--- config.mk ---
export PLATFORM = sky130hd
export DESIGN_NAME = game_status_ctrl
export DESIGN_NICKNAME = d
export VERILOG_FILES = /design/src/rtl/game_status_ctrl.sv
export SDC_FILE = /design/constraint.sdc
export NUM_CORES = 1
export LEC_CHECK = 0
export BUFFER_PORTS_ARGS = -buffer_cell sky130_fd_sc_hd__buf_2
export CAP_MARGIN = 20
export CELL_PAD_IN_SITES_DETAIL_PLACEMENT = 0
export CELL_PAD_IN_SITES_GLOBAL_PLACEMENT = 2
export CORE_ASPECT_RATIO = 1.5
export CORE_MARGIN = 2
export CORE_UTILIZATION = 23
export CTS_BUF_LIST = sky130_fd_sc_hd__clkbuf_4
export CTS_CLUSTER_DIAMETER = 80
export DETAILED_ROUTE_END_ITERATION = 10
export PLACE_DENSITY = 0.62
export SYNTH_ARGS = -nofsm -noshare
export SYNTH_HDL_FRONTEND = slang
export SYNTH_SLANG_ARGS = --single-unit
--- constraint.sdc ---
create_clock -name clk -period 3.2 [get_ports clk]
set_input_delay 0.64 -clock clk [delete_from_list [all_inputs] [get_ports clk]]
set_output_delay 0.64 -clock clk [all_outputs]
set_load 0.1 [all_outputs]
--- src/rtl/game_status_ctrl.sv ---
// Game-state sequencer for the HUD: IDLE/CLASSIC/INFINITY/OVER, with HP tracking
// in classic mode and a per-second survival countdown in infinity mode.
module game_status_ctrl #(
  parameter int unsigned TICK_DIV = 25_000_000,
  parameter int unsigned HOLDOFF  = 12_500_000,
  parameter int unsigned HP_MAX   = 8,
  parameter int unsigned TIME_MAX = 18
) (
  input  logic       clk,
  input  logic       rst,
  input  logic [2:0] mode,
  input  logic       start,
  input  logic       hit,
  input  logic       bonus,
  output logic       enable_game_classic,
  output logic       enable_game_infinity,
  output logic [4:0] HP_print,
  output logic [5:0] time_print,
  output logic       game_over,
  output logic       win
);

  localparam int unsigned HP_W   = 5;
  localparam int unsigned TM_W   = 6;
  localparam int unsigned PRE_W  = (TICK_DIV > 1) ? $clog2(TICK_DIV) : 1;
  localparam int unsigned HOLD_W = (HOLDOFF > 1) ? $clog2(HOLDOFF) : 1;

  typedef enum logic [1:0] {
    S_IDLE,
    S_CLASSIC,
    S_INFINITY,
    S_OVER
  } state_t;

  state_t              state;
  logic [PRE_W-1:0]    prescaler;
  logic [HOLD_W-1:0]   holdoff;

  // State machine with all HUD outputs registered alongside the state
  always_ff @(posedge clk) begin
    if (rst) begin
      state                <= S_IDLE;
      prescaler            <= '0;
      holdoff              <= '0;
      enable_game_classic  <= 1'b0;
      enable_game_infinity <= 1'b0;
      HP_print             <= '0;
      time_print           <= '0;
      game_over            <= 1'b0;
      win                  <= 1'b0;
    end else begin
      case (state)
        S_IDLE: begin
          if (start) begin
            if (mode == 3'd1) begin
              state               <= S_CLASSIC;
              enable_game_classic <= 1'b1;
              HP_print            <= HP_W'(HP_MAX);
              holdoff             <= '0;
            end else if (mode == 3'd2) begin
              state                <= S_INFINITY;
              enable_game_infinity <= 1'b1;
              time_print           <= TM_W'(TIME_MAX);
              prescaler            <= PRE_W'(TICK_DIV - 1);
            end
          end
        end

        S_CLASSIC: begin
          if (holdoff != '0) begin
            holdoff <= holdoff - HOLD_W'(1);
          end
          // A hit (accepted or not) always discards a coincident bonus
          if (hit) begin
            if (holdoff == '0) begin
              holdoff  <= HOLD_W'(HOLDOFF - 1);
              HP_print <= HP_print - HP_W'(1);
              if (HP_print == HP_W'(1)) begin
                state               <= S_OVER;
                enable_game_classic <= 1'b0;
                game_over           <= 1'b1;
                win                 <= 1'b0;
              end
            end
          end else if (bonus && (HP_print < HP_W'(HP_MAX))) begin
            HP_print <= HP_print + HP_W'(1);
          end
        end

        S_INFINITY: begin
          // A hit takes priority over the final tick and freezes the timer
          if (hit) begin
            state                <= S_OVER;
            enable_game_infinity <= 1'b0;
            game_over            <= 1'b1;
            win                  <= 1'b0;
          end else if (prescaler == '0) begin
            prescaler  <= PRE_W'(TICK_DIV - 1);
            time_print <= time_print - TM_W'(1);
            if (time_print == TM_W'(1)) begin
              state                <= S_OVER;
              enable_game_infinity <= 1'b0;
              game_over            <= 1'b1;
              win                  <= 1'b1;
            end
          end else begin
            prescaler <= prescaler - PRE_W'(1);
          end
        end

        S_OVER: begin
          if (start) begin
            state      <= S_IDLE;
            HP_print   <= '0;
            time_print <= '0;
            win        <= 1'b0;
            game_over  <= 1'b0;
          end
        end

        default: begin
          state <= S_IDLE;
        end
      endcase
    end
  end

endmodule

=== Word level (Yosys, flattened, before mapping) ===
Index checks and enable logic that the tools add are counted.
W data, S select, Z words.

* Output and inout port bits: 15
* Bits of input ports: 8
* Bits in registers: 66

* Equality and inequality tests: 22
* $add $sub $neg: 5
* Multiplexer cells: 60
* Reduce and logical (&&, ||, !) cells: 18
* $lt $le $gt $ge: 1

{| class="wikitable"
|+ Operator list
! cell !! count
|-
| $mux W25 || 5
|-
| $mux W24 || 5
|-
| $pmux W25 S2 || 1
|-
| $pmux W24 S2 || 1
|-
| $mux W6 || 6
|-
| $mux W5 || 6
|-
| $logic_not A25 Y1 || 1
|-
| $sub A25 B1 Y25 const B || 1
|-
| $logic_not A24 Y1 || 1
|-
| $reduce_bool A24 Y1 || 1
|-
| $sub A24 B1 Y24 const B || 1
|-
| $mux W2 || 10
|-
| $ne A2 B2 Y1 const B || 10
|-
| $mux W1 || 19
|-
| $pmux W6 S3 || 1
|-
| $reduce_and A6 Y1 || 3
|-
| $ne A3 B3 Y1 const B || 5
|-
| $pmux W5 S3 || 1
|-
| $reduce_and A7 Y1 || 2
|-
| $reduce_bool A3 Y1 || 3
|-
| $pmux W2 S4 || 1
|-
| $reduce_and A8 Y1 || 1
|-
| $eq A6 B1 Y1 const B || 1
|-
| $pmux W1 S3 || 2
|-
| other kinds (15) || 18
|}

=== Logic depth before layout (Yosys ltp) ===
* Word-level depth: 5
* Mapped depth: 10
* Depth with buffers taken out: 8

=== Worst setup path after synthesis ===
OpenSTA, ideal clock, no wires.

* Path kind: flip-flop to flip-flop
* Start point: register HP_print[0]
* End point: register state[1]
* Cell stages (with the launch flop): 7
* Arrival time: 2.134 ns
* Required time: 3.084 ns
* Path slack: 0.950 ns
* Period minus slack after synthesis: 2.250 ns
* Cells stage by stage: dfxtp_1 ha_1 nand2_1 o31ai_2 and3_1 a211oi_1 a31o_2

* Longest elaborated chain between the ends: 3

{| class="wikitable"
|+ Ends and longest elaborated chain
! item !! RTL line !! RTL
|-
| start, declared || 17 || <nowiki>output logic [4:0] HP_print,</nowiki>
|-
| start signal, assigned || 58 || <nowiki>HP_print <= HP_W'(HP_MAX);</nowiki>
|-
| start signal, assigned || 77 || <nowiki>HP_print <= HP_print - HP_W'(1);</nowiki>
|-
| start signal, assigned || 86 || <nowiki>HP_print <= HP_print + HP_W'(1);</nowiki>
|-
| $eq A5 B1 Y1 || 78 || <nowiki>if (HP_print == HP_W'(1)) begin</nowiki>
|-
| $ne A2 B2 Y1 (no line) || - ||
|-
| $reduce_and A8 Y1 (no line) || - ||
|-
| end signal, assigned || 79 || <nowiki>state <= S_OVER;</nowiki>
|-
| end signal, assigned || 93 || <nowiki>state <= S_OVER;</nowiki>
|-
| end signal, assigned || 101 || <nowiki>state <= S_OVER;</nowiki>
|-
| end, declared || 35 || <nowiki>state_t state;</nowiki>
|}

Every way passes these cells.
A chain may end at the register's enable or synchronous reset.

=== Final worst setup path ===
* Start point: register state[0]
* End point: register prescaler[14]

* Longest elaborated chain between the ends: 3

{| class="wikitable"
|+ Ends and longest elaborated chain
! item !! RTL line !! RTL
|-
| start signal, assigned || 42 || <nowiki>state <= S_IDLE;</nowiki>
|-
| start signal, assigned || 56 || <nowiki>state <= S_CLASSIC;</nowiki>
|-
| start signal, assigned || 61 || <nowiki>state <= S_INFINITY;</nowiki>
|-
| $eq A2 B2 Y1 or $logic_not A2 Y1 (tied branches) || 52 || <nowiki>case (state)</nowiki>
|-
| $ne A2 B2 Y1 (no line) or $reduce_bool A2 Y1 (tied branches) || - ||
|-
| $reduce_and A5 Y1 (no line) || - ||
|-
| end signal, assigned || 64 || <nowiki>prescaler <= PRE_W'(TICK_DIV - 1);</nowiki>
|-
| end signal, assigned || 98 || <nowiki>prescaler <= PRE_W'(TICK_DIV - 1);</nowiki>
|-
| end signal, assigned || 107 || <nowiki>prescaler <= prescaler - PRE_W'(1);</nowiki>
|-
| end, declared || 36 || <nowiki>logic [PRE_W-1:0] prescaler;</nowiki>
|}

Several ways; a longest one is shown, not always the timed one.

==> impl_results.md <==
- Run status: complete, no violations
- Total CTS buffers: 9
- Number of synthesized flops with an enable pin: 0
- Final setup violation count: 0
- Clk slew on worst S/H paths: 0.12 ns
- Fin crit share: 77.6%
- Fmax: 403 MHz
- DIE HEIGHT: 164 µm
- # rows: 58
- Routed wire per std cell: 16.9 µm
- Half-perimeter wire length after placement: 8970 µm
- Die Wd: 111 µm
- DRT Pass-1 Iters: 4
- Post-Syn Nets: 491
- Slowest stage delay, CP: 0.48 ns
- #FFs+latches synth: 66
- Hold Buf Count CTS: 0
- Routed Antenna Nets: 0
- Synth area leader: dfxtp_1
- Synth Area per Inst: 8.42 µm²
- Min Tclk post-route: 2.48 ns
- Total global-route track usage: 13.5%
- Largest net degree at the start of global routing: 26
- Sequential area share after synthesis: 33.5%
- Max_slew headroom: 49.4%
- Mapped cell area: 3940 µm²
- CP max FO: 14
- Critical path startpoint category: flop
- Drt via density: 4.98
- DIE AREA: 18200 µm²
- Crit path buf inv count: 3
- Setup CP Type: reg -> reg
- Post-CTS Setup Repair Bufs: 0
- Clk buf depth: 2
- WP data required: 3.59 ns
- # clock sinks: 66
- CP top delay family: simple AND/OR/NAND/NOR gates
- Root Driver: clkbuf_4
- CTS H-tree lvls: 3
- CP most frequent cell: inv_1
- Main flop type after synthesis: dfxtp_1
- Most common cell in the netlist: dfxtp_1
- Initial antenna violation count: 1
- YS warnings: 0
- Clk_lat worst skew: 0.45 ns
- Yosys top cell area share: 33.5%
- CTS tree: yes
- Synth cell count leaders: 66 x dfxtp_1, 45 x nor2_1, 39 x a21oi_1, 31 x nand2_1, 22 x nor3_1
- Initial detailed-routing violation count: 106
- Gpl congestion: 0.830
- Max-slew violations: 0
- Top cells by area, synth: dfxtp_1 34%, a21oi_1 5.0%, ha_1 4.8%
- Number of remaining DRC errors: 0
- Crit path DAT: 2.88 ns
- Slew @ Worst Pin: 0.756 ns
- Yosys cell types: 76
- CP Capture Type: flop
- HP Class: in -> reg
- Congestion Overflow GR: 0
- I/O pin cnt: 23
- Crit-path cells: inv_1 -> ha_1 -> inv_1 -> a2bb2oi_1 -> buf_4 -> nand3_1 -> or3_2 -> xor2_1 -> a21oi_1
- RSZ-0062 raised after global routing: no
- IO buf count: 22
- First-pass GRT wire length: 19100 µm
- Via count: 3524
- Setup TNS: 0 ns
- Clk_skew: 0.00745 ns
- Max cap viols: 0
- Routed wire length: 11900 µm
- Nets: 515
- Final hold violation count: 0
- Post-cts resize count: 0
- CP max-delay cell: or3_2
- Mapped Cells: 468
- Area Overhead vs Synth: 13.2%
- Share of cells above drive strength 1: 15.9%
- Fraction of registers with async set/reset: 0%
- Core box area: 16800 µm²
- Initial Utilization: 23.5%
- Number of global-route vias before repair: 3511
[worst register-to-register path: stages, from the launching register on]
cell and delay, ns:
dfxtp_1 0.42, inv_1 0.11, ha_1 0.36, inv_1 0.18, a2bb2oi_1 0.19, buf_4 0.21
nand3_1 0.20, or3_2 0.48, xor2_1 0.15, a21oi_1 0.13
[cell type report]
type	count	area [µm²]
inverters	17	63.8
flip-flops and latches	66	1320
clock buffers	10	75.1
repair buffers	30	170
fillers	1806	12300
diodes	1	2.50
clock inverters	6	105
multi-input cells	368	2460
well taps	210	263
[path summary, 6_finish.rpt]
check	startpoint	to	slack (ns)	depth (start not counted)
setup / recovery	state[0]$_SDFFE_PP0P_	prescaler[14]$_SDFFE_PP0P_	0.72	9
hold / removal	rst	holdoff[10]$_SDFFE_PP0P_	0.40	2
setup reg to reg	state[0]$_SDFFE_PP0P_	prescaler[14]$_SDFFE_PP0P_	0.72	9
hold reg to reg	prescaler[24]$_SDFFE_PP0P_	prescaler[24]$_SDFFE_PP0P_	0.48	2
[sequential cells by signal, summed over array words and instances, names as in the netlist]
| register | cells |
|---|---|
| win | 1 |
| holdoff | 24 |
| prescaler | 25 |
| enable_game_classic | 1 |
| HP_print | 5 |
| time_print | 6 |
| state | 2 |
| game_over | 1 |
| enable_game_infinity | 1 |
[layout by cell type (no fill, tap or decap), types with 5 or more instances in the layout]
master / n
a21oi_1: 39
and2_1: 7
and3_1: 9
buf_4: 8
xnor2_1: 17
buf_2: 22
a31oi_1: 9
clkbuf_4: 10
or4_1: 8
dfxtp_1: 66
o21ai_0: 13
nand3_1: 11
nor3_1: 22
nand2_1: 31
nor4_1: 17
or3_1: 7
xor2_1: 9
nand4_1: 5
nor2_1: 45
nand2b_1: 7
a211oi_1: 7
inv_1: 17
ha_1: 15
[per-stage QoR]
stage	utilization, %	std cells	hold WS [ns]	area (µm²)	setup WS, ns
final	26.6	708	0.402	4460	0.716
after global routing	26.6	708	0.368	4460	0.477
after CTS	26.6	707	0.360	4460	0.693
after detailed placement	25.5	691	0.471	4280	0.659
after global placement	25.5	691	0.460	4280	0.667
after floorplan	-	468	0.448	3940	0.950
[kinds of logic after synthesis]
family | after synthesis | synth area share [%]
AND/OR/NAND/NOR | 205 | 30.7
XOR/XNOR | 26 | 5.78
adder cells (fa/ha/maj) | 15 | 4.76
flip-flops | 66 | 33.5
AO/OA/AOI/OAI | 118 | 20.1
multiplexers | 4 | 1.05
buffers and inverters | 34 | 4.00
[metal layers]
metal	global-route usage, %	vias to the layer above	routed length, µm
met1	14.2	1681	4870
met4	6.42	0	317
met5	0	-	0
met3	2.84	20	310
li1	-	1789	-
met2	25.7	34	6440
Power is not shown: default switching activity piles up to over one toggle a cycle in this logic, so the estimate is an artifact.
